$ cat config.mk
export PLATFORM = sky130hd
export DESIGN_NAME = fetch_unit
export DESIGN_NICKNAME = d
export VERILOG_FILES = /design/src/rtl/fetch_unit.sv
export SDC_FILE = /design/constraint.sdc
export NUM_CORES = 1
export LEC_CHECK = 0
export BUFFER_PORTS_ARGS = -buffer_cell sky130_fd_sc_hd__buf_4
export CORE_AREA = 4 4 104 106
export CTS_CLUSTER_SIZE = 24
export DETAILED_ROUTE_END_ITERATION = 8
export DIE_AREA = 0 0 108 110
export PLACE_DENSITY = 0.84
export SKIP_LAST_GASP = 1
export SLEW_MARGIN = 40
export SYNTH_ARGS = -nofsm -noshare
export SYNTH_HDL_FRONTEND = slang
export SYNTH_SLANG_ARGS = --single-unit
$ cat constraint.sdc
create_clock -name clk -period 3.7 [get_ports clk]
set_clock_uncertainty 0.2 [all_clocks]
set_input_delay 0.925 -clock clk [delete_from_list [all_inputs] [get_ports clk]]
set_output_delay 0.925 -clock clk [all_outputs]
set_load 0.01 [all_outputs]
$ cat src/rtl/fetch_unit.sv
// Instruction fetch stage: drives the program counter control, issues single-outstanding
// instruction memory requests and buffers {pc, instruction} pairs for decode.
module fetch_unit #(
  parameter int DEPTH = 2,
  parameter int AW    = 16,
  parameter int IW    = 32
) (
  input  logic          clk,
  input  logic          rst_n,
  input  logic [AW-1:0] pc,
  output logic          pc_ctrl,
  output logic [AW-1:0] pc_next,
  input  logic          redirect_valid,
  input  logic [AW-1:0] redirect_pc,
  output logic          imem_req,
  output logic [AW-1:0] imem_addr,
  input  logic          imem_gnt,
  input  logic          imem_rvalid,
  input  logic [IW-1:0] imem_rdata,
  output logic          instr_valid,
  output logic [IW-1:0] instr,
  output logic [AW-1:0] instr_pc,
  input  logic          instr_ready
);

  localparam int PW = (DEPTH > 1) ? $clog2(DEPTH) : 1;
  localparam int CW = $clog2(DEPTH) + 1;

  typedef enum logic [1:0] {S_IDLE, S_REQ, S_WAIT, S_DROP} state_e;

  state_e            state_q, state_d;
  logic [CW-1:0]     count_q, count_d;
  logic [PW-1:0]     wr_ptr_q, wr_ptr_d;
  logic [PW-1:0]     rd_ptr_q, rd_ptr_d;
  logic [AW-1:0]     req_pc_q, req_pc_d;
  logic [AW+IW-1:0]  mem_q [DEPTH];
  logic [AW+IW-1:0]  head;
  logic [CW:0]       occupancy;
  logic              space;
  logic              issue;
  logic              push;
  logic              pop;

  // An outstanding request reserves a buffer slot so its response can never overflow.
  assign occupancy = {1'b0, count_q} + (CW+1)'(state_q == S_WAIT);
  assign space     = occupancy < (CW+1)'(DEPTH);

  assign issue       = !redirect_valid && (state_q == S_REQ) && imem_gnt && space;
  assign push        = !redirect_valid && (state_q == S_WAIT) && imem_rvalid;
  assign instr_valid = (count_q != '0) && !redirect_valid;
  assign pop         = instr_valid && instr_ready;

  assign head     = mem_q[rd_ptr_q];
  assign instr_pc = head[AW+IW-1:IW];
  assign instr    = head[IW-1:0];

  // State register
  always_ff @(posedge clk or negedge rst_n) begin
    if (!rst_n) begin
      state_q  <= S_IDLE;
      count_q  <= '0;
      wr_ptr_q <= '0;
      rd_ptr_q <= '0;
      req_pc_q <= '0;
    end else begin
      state_q  <= state_d;
      count_q  <= count_d;
      wr_ptr_q <= wr_ptr_d;
      rd_ptr_q <= rd_ptr_d;
      req_pc_q <= req_pc_d;
    end
  end

  // Next-state logic
  always_comb begin
    state_d = state_q;
    if (state_q == S_IDLE) begin
      state_d = S_REQ;
    end else if (redirect_valid) begin
      if ((state_q == S_WAIT || state_q == S_DROP) && !imem_rvalid) state_d = S_DROP;
      else                                                          state_d = S_REQ;
    end else begin
      case (state_q)
        S_REQ:   if (imem_gnt && space) state_d = S_WAIT;
        S_WAIT:  if (imem_rvalid)       state_d = S_REQ;
        S_DROP:  if (imem_rvalid)       state_d = S_REQ;
        default: state_d = S_REQ;
      endcase
    end
  end

  // Output logic
  always_comb begin
    pc_ctrl   = 1'b1;
    pc_next   = pc;
    imem_req  = 1'b0;
    imem_addr = pc;
    if (redirect_valid) begin
      pc_next = redirect_pc;
    end else if (state_q == S_REQ) begin
      imem_req = space;
      if (imem_gnt && space) pc_ctrl = 1'b0;
    end
  end

  // Buffer bookkeeping; a redirect flushes everything, including a same-cycle response.
  always_comb begin
    count_d  = count_q;
    wr_ptr_d = wr_ptr_q;
    rd_ptr_d = rd_ptr_q;
    req_pc_d = issue ? pc : req_pc_q;
    if (redirect_valid) begin
      count_d  = '0;
      wr_ptr_d = '0;
      rd_ptr_d = '0;
    end else begin
      if (push) wr_ptr_d = wr_ptr_q + PW'(1);
      if (pop)  rd_ptr_d = rd_ptr_q + PW'(1);
      count_d = count_q + CW'(push) - CW'(pop);
    end
  end

  genvar gi;
  generate
    for (gi = 0; gi < DEPTH; gi++) begin : g_entry
      always_ff @(posedge clk or negedge rst_n) begin
        if (!rst_n)                              mem_q[gi] <= '0;
        else if (push && wr_ptr_q == PW'(gi))    mem_q[gi] <= {req_pc_q, imem_rdata};
      end
    end
  endgenerate

  a_no_overflow: assert property (@(posedge clk) disable iff (!rst_n)
    !(push && count_q == CW'(DEPTH)));

endmodule

==> results.tsv <==
metric	value	unit
proportion of netlist area held by the largest area contributor	0.541	
average wire per standard cell	17.5	microns
clock slew at the register clock pins of the worst setup and hold paths	60	ps
number of enable-type register cells in the synthesized netlist	0	
Initial DRC Count	136	
sink count of the clock tree	118	
maximum buffer depth of the clock tree	2	
busiest layer in global routing	met2	
status	finished, final reports clean	
final antenna-violating net count	0	
starting density of the core	0.559	
number of cell instances on the worst register-to-register path	4	
GR Util All Layers	0.205	
x dimension of the die	108	microns
largest voltage drop on the vdd net	0.239	mV
Setup crit start kind	flip-flop	
Max FO, Critical Path	29	
count of max-cap constraint violations	0	
met1 demand-to-capacity share in global routing	0.261	
latest clock arrival within the worst-skew pair	500	ps
M3 GR Usage	0.0612	
detailed-route wire length	11300	microns
cell types occupying the most area after synthesis	dfrtp_1 54%, mux2_2 32%, mux2_4 5.5%, buf_4 2.3%, buf_6 1.2%	
Area Overhead vs Synth	31.3	%
Worst setup EP type	output pin	
Post-synth ARST share	1.00	
cell taking the most area after synthesis	dfrtp_1	
Top FF cell, synth	dfrtp_1	
power share of the combinational group	0.220	
number of nets at the end of the flow	569	
total global routing overflow	0	
Root Buffer	clkbuf_8	
power density over the cells	556	nW/um^2
Setup CP Type	reg -> out	
Net Sw Power	1.03	mW
synthesis-stage register bit count	118	
Period Utilization, post-route	0.852	
total half-perimeter wirelength after legalization and detailed placement	7770	microns
reg-to-reg setup timing slack	1610	ps
Critical Path RT	2570	ps
total number of H-tree levels	4	
final routed DRC violation total	0	
standby leakage power	3.65	nW
max-slew violations	0	
syn avg cell area	15.4	sq um
Yosys warning total	0	
Top Ports	153	
post-layout worst setup margin	548	ps
cts bufs inserted	17	
net count of the mapped netlist	427	
via count	3363	
post-cts gate resize count	0	
Internal Dissipation	2.95	mW
share of post-route cells with drive strength above 1	0.733	
Vert. Die Dim	110	microns
data arrival at the endpoint of the critical path	2030	ps
final hold vios	0	
gate count of the mapped netlist	355	
Pre-Repair DR Iteration Count	4	
Tightest Pin Transition	609	ps
TNS Setup	0	ps
Sequential Power Share	0.405	
post-synth cell types	26	
post-synthesis sequential area ratio	0.541	
std cell rows	36	
Netlist Area Pre-Place	5460	sq um
final critical path time including I/O delays and setup	3150	ps
largest net degree at the start of global routing	52	
top post-synthesis cells by count	157 x mux2_2, 118 x dfrtp_1, 20 x mux2_4, 17 x buf_4, 7 x buf_2	
switching share of power	0.259	
placer congestion estimate	0.728	
met2 Track Usage GR	0.343	
overall die area	11900	sq um
clock group share of total power	0.375	
diode count	0	
worst slack at placement	841	ps
reg2reg start	state_q[0]	
CTS tree	built	
quantity of I/O buffers inserted on ports	152	
worst rel slew slack	0.594	
Highest Clock Rate	0.317	GHz
unrepaired setup endpoints after global routing	no	
number of vias per cell after detailed routing	5.23	
first-pass GRT wire length	18700	microns
Worst Hold Class	in -> async	
vias in the first global route	3743	
number of hold buffers added after CTS	0	
library cell with the highest instance count after synthesis	mux2_2	
number of antenna violations at the first check in global routing	0	
worst flop-to-flop path endpoint	mem_q[94]	
Post-CTS Repair Setup Buffers	0	
setup violators final	0	
placeable core region	9770	sq um
-- logic make-up (layout without fill, tap and decap cells) --
group	after synthesis	count (layout)	synth area share
AO/OA/AOI/OAI	4	4	0.00504
AND/OR/NAND/NOR	12	12	0.0179
multiplexers	177	177	0.379
buffers and inverters	39	194	0.0483
XOR/XNOR	3	3	0.00481
adder cells (fa/ha/maj)	2	2	0.00458
flip-flops	118	118	0.541
-- flip-flops by register name, summed over array words and instances (netlist names) --
name / flops
count_q: 2
mem_q: 96
req_pc_q: 16
wr_ptr_q: 1
rd_ptr_q: 1
state_q: 2
-- worst max-delay path: stages (launching register included) --
cell and delay (ps):
dfrtp_2 710, buf_12 280, mux2_2 370, buf_4 150
-- metal layers --
layer / share of wire / wire (microns) / up-vias
met4: 0.0054 / 61 / 0
met2: 0.50 / 5590 / 127
met1: 0.44 / 4920 / 1691
met5: 0 / 0 / -
li1: - / - / 1541
met3: 0.062 / 696 / 4
-- cells in the final DEF, fill, tap and decap left out, drive strengths merged, types with 2 or more instances in the layout --
| master | n |
|---|---|
| clkbuf | 18 |
| clkinvlp | 4 |
| xnor2 | 2 |
| clkinv | 6 |
| mux2 | 177 |
| ha | 2 |
| buf | 159 |
| dfrtp | 118 |
| inv | 6 |
| nor2 | 3 |
-- through the flow --
stage / hold slack (ps) / instances / util / area, sq um / power [mW]
final: 235 / 643 / 0.734 / 7170 / 3.99
after global routing: 263 / 643 / 0.734 / 7170 / 4.19
after CTS: 233 / 643 / 0.734 / 7170 / 4.04
after detailed placement: 289 / 611 / 0.677 / 6620 / 2.52
after global placement: 281 / 611 / 0.677 / 6620 / 2.49
after floorplan: 274 / 355 / - / 5460 / 2.08
-- how the worst max path moves through the flow --
stage	from	end	depth (start not counted)
after CTS	rd_ptr_q	instr_pc[1]	3
final	rd_ptr_q	instr[15]	3
after detailed placement	redirect_valid	pc_next[0]	3
after global placement	redirect_valid	pc_next[0]	3
after floorplan	redirect_valid	pc_next[0]	3
after global routing	rd_ptr_q	instr[29]	3
-- power by group through the flow --
stage	registers (mW)	logic, mW	clock network (mW)
after floorplan	1.60	0.487	0
after global placement	1.62	0.870	0
after detailed placement	1.64	0.884	0
after CTS	1.62	0.892	1.53
after global routing	1.64	0.956	1.59
final	1.62	0.877	1.50
-- cell type report --
type	instances	area [sq um]
Inverter	3	11.3
Clock buffer	18	428
Multi-Input combinational cell	198	2250
Clock inverter	14	128
Fill cell	618	2600
Tap cell	133	166
Timing Repair Buffer	159	1230
Sequential cell	118	2950
Power figures use the tool's default switching activity.
